**src/rtl/dcache_exception_stage_pkg.sv**
```systemverilog
// Shared constants for the D-cache exception stage.
// Exception codes and access-size byte masks.
package dcache_exception_stage_pkg;

    localparam int EXP_W = 7;

    localparam logic [EXP_W-1:0] EXP_ADEM = 7'h08;
    localparam logic [EXP_W-1:0] EXP_ALE  = 7'h09;

    localparam logic [7:0] MASK_BYTE  = 8'h01;
    localparam logic [7:0] MASK_HALF  = 8'h03;
    localparam logic [7:0] MASK_WORD  = 8'h0F;
    localparam logic [7:0] MASK_DWORD = 8'hFF;

endpackage

```
**src/rtl/dcache_exception_stage_align.sv**
```systemverilog
// Combinational privilege, mask-legality and alignment check.
// Priority: privilege, illegal mask, misalignment.
module cache_align_check
    import dcache_exception_stage_pkg::*;
#(
    parameter int ADDR_WIDTH = 32,
    parameter int DATA_BYTES = 4,
    parameter int EXP_WIDTH  = 7,
    parameter logic [EXP_WIDTH-1:0] MISALIGN_CODE =
        EXP_WIDTH'(EXP_ADEM),
    parameter bit PLV_CHECK  = 1'b1
) (
    input  logic [ADDR_WIDTH-1:0] addr,
    input  logic [DATA_BYTES-1:0] type_,
    input  logic [1:0]            plv,
    output logic [EXP_WIDTH-1:0]  exception
);

    localparam logic [EXP_WIDTH-1:0] ADEM =
        EXP_WIDTH'(EXP_ADEM);

    logic [7:0] m;
    logic       priv;
    logic       unused_addr;

    assign m    = 8'(type_);
    assign priv = PLV_CHECK && (plv == 2'd3) &&
                  addr[ADDR_WIDTH-1];
    assign unused_addr = ^addr[ADDR_WIDTH-2:3];

    always_comb begin
        exception = '0;
        if (priv) begin
            exception = ADEM;
        end else begin
            case (m)
                MASK_BYTE: exception = '0;
                MASK_HALF: begin
                    if (addr[0])
                        exception = MISALIGN_CODE;
                end
                MASK_WORD: begin
                    if (addr[1:0] != 2'b00)
                        exception = MISALIGN_CODE;
                end
                MASK_DWORD: begin
                    // A dword mask only exists on 8-byte datapaths
                    if (DATA_BYTES != 8)
                        exception = ADEM;
                    else if (addr[2:0] != 3'b000)
                        exception = MISALIGN_CODE;
                end
                default: exception = ADEM;
            endcase
        end
    end

endmodule

```
**src/rtl/dcache_exception_stage.sv**
```systemverilog
// Registered exception-check stage ahead of the D-cache request path.
// Valid/ready skid-free register, sticky first fault and fault counter.
module dcache_exception_stage
    import dcache_exception_stage_pkg::*;
#(
    parameter int ADDR_WIDTH = 32,
    parameter int DATA_BYTES = 4,
    parameter int EXP_WIDTH  = 7,
    parameter logic [EXP_WIDTH-1:0] MISALIGN_CODE =
        EXP_WIDTH'(EXP_ADEM),
    parameter bit PLV_CHECK  = 1'b1,
    parameter int CNT_WIDTH  = 16
) (
    input  logic                  clk,
    input  logic                  rstn,
    input  logic                  flush,
    input  logic                  in_valid,
    output logic                  in_ready,
    input  logic [ADDR_WIDTH-1:0] in_addr,
    input  logic [DATA_BYTES-1:0] in_type,
    input  logic                  in_we,
    input  logic [1:0]            in_plv,
    output logic                  out_valid,
    input  logic                  out_ready,
    output logic [ADDR_WIDTH-1:0] out_addr,
    output logic [DATA_BYTES-1:0] out_type,
    output logic                  out_we,
    output logic [EXP_WIDTH-1:0]  out_exception,
    output logic                  exp_pending,
    output logic [EXP_WIDTH-1:0]  exp_code,
    output logic [ADDR_WIDTH-1:0] exp_badv,
    input  logic                  exp_clear,
    output logic [CNT_WIDTH-1:0]  fault_cnt
);

    logic [EXP_WIDTH-1:0] chk_exc;
    logic                 accept;
    logic                 fault;

    cache_align_check #(
        .ADDR_WIDTH    (ADDR_WIDTH),
        .DATA_BYTES    (DATA_BYTES),
        .EXP_WIDTH     (EXP_WIDTH),
        .MISALIGN_CODE (MISALIGN_CODE),
        .PLV_CHECK     (PLV_CHECK)
    ) u_chk (
        .addr      (in_addr),
        .type_     (in_type),
        .plv       (in_plv),
        .exception (chk_exc)
    );

    assign in_ready = !out_valid || out_ready;
    // Flush wins over a same-cycle accept: no capture, no count
    assign accept   = in_valid && in_ready && !flush;
    assign fault    = accept && (chk_exc != '0);

    always_ff @(posedge clk) begin
        if (!rstn) begin
            out_valid     <= 1'b0;
            out_addr      <= '0;
            out_type      <= '0;
            out_we        <= 1'b0;
            out_exception <= '0;
            exp_pending   <= 1'b0;
            exp_code      <= '0;
            exp_badv      <= '0;
            fault_cnt     <= '0;
        end else begin
            if (flush) begin
                out_valid <= 1'b0;
            end else if (accept) begin
                out_valid     <= 1'b1;
                out_addr      <= in_addr;
                out_type      <= in_type;
                out_we        <= in_we;
                out_exception <= chk_exc;
            end else if (out_ready) begin
                out_valid <= 1'b0;
            end

            // A fault arriving with the ack replaces the old one
            if (fault && (!exp_pending || exp_clear)) begin
                exp_pending <= 1'b1;
                exp_code    <= chk_exc;
                exp_badv    <= in_addr;
            end else if (exp_clear) begin
                exp_pending <= 1'b0;
            end

            if (fault && (fault_cnt != '1))
                fault_cnt <= fault_cnt + 1'b1;
        end
    end

endmodule
```
**config.mk**
```make
export PLATFORM = sky130hd
export DESIGN_NAME = dcache_exception_stage
export DESIGN_NICKNAME = d
export VERILOG_FILES = /design/src/rtl/dcache_exception_stage_pkg.sv /design/src/rtl/dcache_exception_stage_align.sv /design/src/rtl/dcache_exception_stage.sv
export SDC_FILE = /design/constraint.sdc
export NUM_CORES = 1
export LEC_CHECK = 0
export BUFFER_PORTS_ARGS = -buffer_cell sky130_fd_sc_hd__buf_2
export CELL_PAD_IN_SITES_DETAIL_PLACEMENT = 0
export CELL_PAD_IN_SITES_GLOBAL_PLACEMENT = 1
export CORE_UTILIZATION = 34
export CTS_CLUSTER_SIZE = 25
export DETAILED_ROUTE_END_ITERATION = 10
export PLACE_DENSITY = 0.8
export RECOVER_POWER = 50
export SETUP_SLACK_MARGIN = 0.15
export SKIP_LAST_GASP = 1
export SYNTH_ARGS = -nofsm -noshare
export SYNTH_HDL_FRONTEND = slang
export SYNTH_SLANG_ARGS = --single-unit
```
**constraint.sdc**
```tcl
create_clock -name clk -period 2.14 [get_ports clk]
set_input_delay 0.428 -clock clk [delete_from_list [all_inputs] [get_ports clk]]
set_output_delay 0.428 -clock clk [all_outputs]
set_load 0.01 [all_outputs]
```
* After elaboration in Yosys (flattened, before gate mapping)
Cells that the tools add are included. Widths: inputs -> output; s select.
Storage, ports and cells: memories 0, bits in latches 0, ROM bits 0, flip-flop bits (word level) 101, memory bits (writable) 0, input bits 45
Cells by class: mux-type cells 8, add/subtract/negate cells 1, eq/ne operators 5, reductions and logical operators 17, shifts and indexed selects 0, multiply operators 0, order comparisons 0, div/mod/pow operators 0, bitwise logic cells 2
Operator list (number):
- $pmux 7 s3 | 1
- $add 16x1->16 const B | 1
- $ne 16x16->1 const B | 1
- $mux 4 | 2
- $mux 7 | 1
- $reduce_bool 7->1 | 1
- $logic_and 1x1->1 | 6
- $reduce_bool 2->1 | 3
- $eq 4x1->1 const B | 1
- $eq 4x2->1 const B | 1
- $eq 4x4->1 const B | 1
- $mux 1 | 4
- $logic_not 1->1 | 3
- $eq 2x2->1 const B | 1
- $logic_or 1x1->1 | 2
- $not 1->1 | 2
- $reduce_and 2->1 | 1
- $reduce_or 2->1 | 1

* Longest topological paths before layout
word-level depth 8, depth in mapped cells 8, depth with buffers taken out 6

* Hierarchy
From an unflattened synthesis, not the netlist that was laid out.
Second synthesis, totals: cells, all modules 483, area, all modules 3814.9 µm²
By module, submodules not included:
- dcache_exception_stage | times used 1, cells an instance 471, area each 3734.8 µm²
- cache_align_check | times used 1, cells an instance 12, area each 80.1 µm²

* Least setup slack after synthesis
OpenSTA, ideal clock, no wires.
path kind register to register, start point register fault_cnt[0], end point register fault_cnt[10], path slack 0.330 ns, period minus slack after synthesis 1.810 ns, path buffers 2, cell stages (with the launch flop) 9, data required time 2.070 ns, setup time 0.070 ns, arrival time 1.740 ns, cells stage by stage dfxtp_1 > ha_1 > and2_1 > nand4_4 > nor4_4 > buf_6 > buf_6 > o31ai_1 > a21oi_1
On the way: cells in the longest elaborated chain, start to end 2, elaborated cells on any way between the ends 3
RTL lines:
- from (decl) | line dcache_exception_stage.sv:33 | output logic [CNT_WIDTH-1:0] fault_cnt
- from (signal assigned) | line dcache_exception_stage.sv:92 | fault_cnt <= fault_cnt + 1'b1;
- branches (longest 2 deep; another with $add 16x1->16)
Parallel ways; which one is timed is not known. A chain may end at the register's enable or synchronous reset.

* Worst setup path after layout
start point register fault_cnt[0], end point register fault_cnt[14]
Same word-level chain as after synthesis.

==> impl_metrics.ini <==
[run_status]
status = finished clean

[min_path]
worstHoldStart = flush
hold_class = in2reg
whs_path_depth = 2

[floorplan]
die_y_um = 105
core.rowCount = 37
initial_core_util_pct = 34.9
core_area_um2 = 10300
num_io_pins = 147
die_x_um = 105
die_area_um2 = 11000

[synthesis]
yosys_warnings = 0
synth_most_common_cell = nand2_1
postSynthCellCount = 439
yosysUniqueCellTypes = 43
seq_area_frac_synth_pct = 49.7
ys.flop_type = dfxtp_1
ys_async_sr_fraction_pct = 0
synth_edf_count = 0
synthesis.area_um2 = 3580
yosysTopAreaCell = dfxtp_1
ys_ff_latch = 89
synth_top_area_share_pct = 49.7
synth_area_per_cell_um2 = 8.16
synth_common_cells = 117 x nand2_1, 89 x dfxtp_1, 50 x a21oi_1
synthTopCellsByArea = dfxtp_1 50%, nand2_1 12%, a21oi_1 7.0%

[global_route]
first_global_vias = 3258
grt_pass1_wl_mm = 16.0
grt_max_degree = 73
grt_overflow = 0
grt_usage_pct = 18.5
antenna_found_initial = 0

[cells_and_area]
syn_to_final_growth_pct = 24.4
nFillCells = 1145
drive_gt1_share_pct = 14.8
n_antenna_cell = 0
fin_nets = 608

[clock_tree]
cts_tree = done
clock_latency_ns = 0.36
numCtsBuffers = 9
clkTransAtPathRegs_ns = 0.09
cts-root-buf = clkbuf_8
cts_hold_buf = 0
clock_sinks = 89
cts_htree_levels = 3
cts_buffer_depth = 2
post_cts_buffers = 0

[setup_path]
worst-path-max-fanout = 7
crit_buf_inv = 0
crit_type = reg2reg
r2r-start = fault_cnt[0]
arrival_ns = 2.13
crit_family = simple AND/OR/NAND/NOR gates
cp-start-kind = register
crit_slowest_cell = or4_1
crit_start = fault_cnt[0]
reg2reg_depth = 5
crit_path_end_kind = register
required_ns = 2.39
cpPeakStageDelay_ns = 0.51
crit_cells = 5
crit_chain = ha_1 -> and2_1 -> nand4_4 -> or4_1 -> o221a_2

[place]
dpl.hpwl_mm = 6.73
place_ws_ns = 0.164
gp_congestion = 0.813
portBuffers = 134

[timing]
setup_violations = 0
finalHoldViolCount = 0
min_period_ns = 1.88
worst_pin_slew_ns = 1.07
final_max_slew_viol_count = 0
worst_slack_ns = 0.260
tns_ns = 0
fmax_ghz = 0.532
finClkSkew_ns = 0.0138
rsz0062_at_grt = yes
post-route-period-util_pct = 87.8
slew_headroom_pct = 28.5

[power_and_ir_drop]
p_sw_w = 0.000900
clock_power_share_pct = 36.5
comb_power_share_pct = 10.7
p_int_w = 0.00243
power_density_nw_per_um2 = 748
seqPwrFrac_pct = 52.8
power_w = 0.00333
vdd_drop_max_v = 0.000491
netSwitchingFraction_pct = 27.0
p_leak_nw = 1.62

[drt]
drtIter0Drc = 159
wl_per_cell_um = 14.0
wl_met1_mm = 4.30
wl_met3_um = 778
routed.top_layer = met4
ant_nets = 0
routed_wirelength_mm = 9.81
drc = 0
drt-pass1-iter-count = 6
num_vias = 3452
met2_length_mm = 4.59
vias_per_cell = 4.91

[job]
drv_cap = 0
-- worst paths after layout --
check | end | slack (ns)
worst max-delay path | fault_cnt[14] | 0.26
worst min-delay path | out_valid | 0.28
worst max register to register | fault_cnt[14] | 0.26
worst min register to register | exp_badv[31] | 0.46
-- area by class of cell --
type | instances | area (um2) | area share, %
Clock buffer | 10 | 138 | 3.09
Timing Repair Buffer | 145 | 691 | 15.5
Tap cell | 136 | 170 | 3.82
Clock inverter | 6 | 73.8 | 1.66
Sequential cell | 89 | 1780 | 40.0
Multi-Input combinational cell | 309 | 1570 | 35.3
Inverter | 8 | 30.0 | 0.674
-- placed cells by master, fill, tap and decap left out, drive strengths merged, types with 2 or more instances in the layout --
cell type / n
nand2: 117
mux2i: 2
o211ai: 2
nor3: 3
or3: 3
dfxtp: 89
inv: 9
buf: 58
o21ai: 34
and4: 2
and3: 2
clkbuf: 97
conb: 12
o31ai: 10
or4: 10
clkinv: 2
nand4: 2
nor2: 4
nand2b: 4
a21oi: 50
nand3: 38
clkinvlp: 2
nor4: 2
-- sequential cells by signal, summed over array words and instances, names as in the netlist --
register,count
out_addr,32
out_valid,1
fault_cnt,16
out_type,4
exp_code,1
out_we,1
exp_pending,1
out_exception,1
exp_badv,32
-- routing by layer --
| layer | vias up | global-route usage [%] |
|---|---|---|
| met1 | 1615 | 22.6 |
| li1 | 1718 | - |
| met3 | 9 | 6.36 |
| met4 | 0 | 7.65 |
| met2 | 110 | 29.5 |
| met5 | - | 0 |
-- logic make-up (layout without fill, tap and decap cells) --
logic type | Yosys count | after routing | share of synthesized area, %
compound gates | 102 | 102 | 16.2
fa+ha+maj | 1 | 1 | 0.349
buf+inv | 52 | 169 | 7.51
flops | 89 | 89 | 49.7
mux | 2 | 2 | 0.559
other cells | 1 | 12 | 0.105
simple gates | 192 | 192 | 25.6
-- power groups by stage --
stage | clock network [W] | registers, W | logic [W]
3_5_place_dp | 0 | 0.00180 | 0.000384
4_1_cts | 0.00126 | 0.00176 | 0.000384
2_1_floorplan | 0 | 0.00183 | 0.000180
5_1_grt | 0.00133 | 0.00177 | 0.000399
3_3_place_gp | 0 | 0.00179 | 0.000379
6_report | 0.00122 | 0.00176 | 0.000357
-- repair_timing --
action / CTS / global route
gates resized for setup: 0 / 2
hold endpoints to repair: 0 / 0
endpoints found under the setup margin: 0 / 11
-- through the flow --
step / utilization, % / area [um2] / instances / hold WS, ns
5_1_grt: 43.4 / 4460 / 703 / 0.270
6_report: 43.4 / 4460 / 703 / 0.283
4_1_cts: 44.6 / 4580 / 703 / 0.267
3_5_place_dp: 42.5 / 4370 / 687 / 0.448
2_1_floorplan: - / 3620 / 450 / 0.480
3_3_place_gp: 42.5 / 4370 / 687 / 0.439
Note: power is estimated with default switching activity, not from simulation.
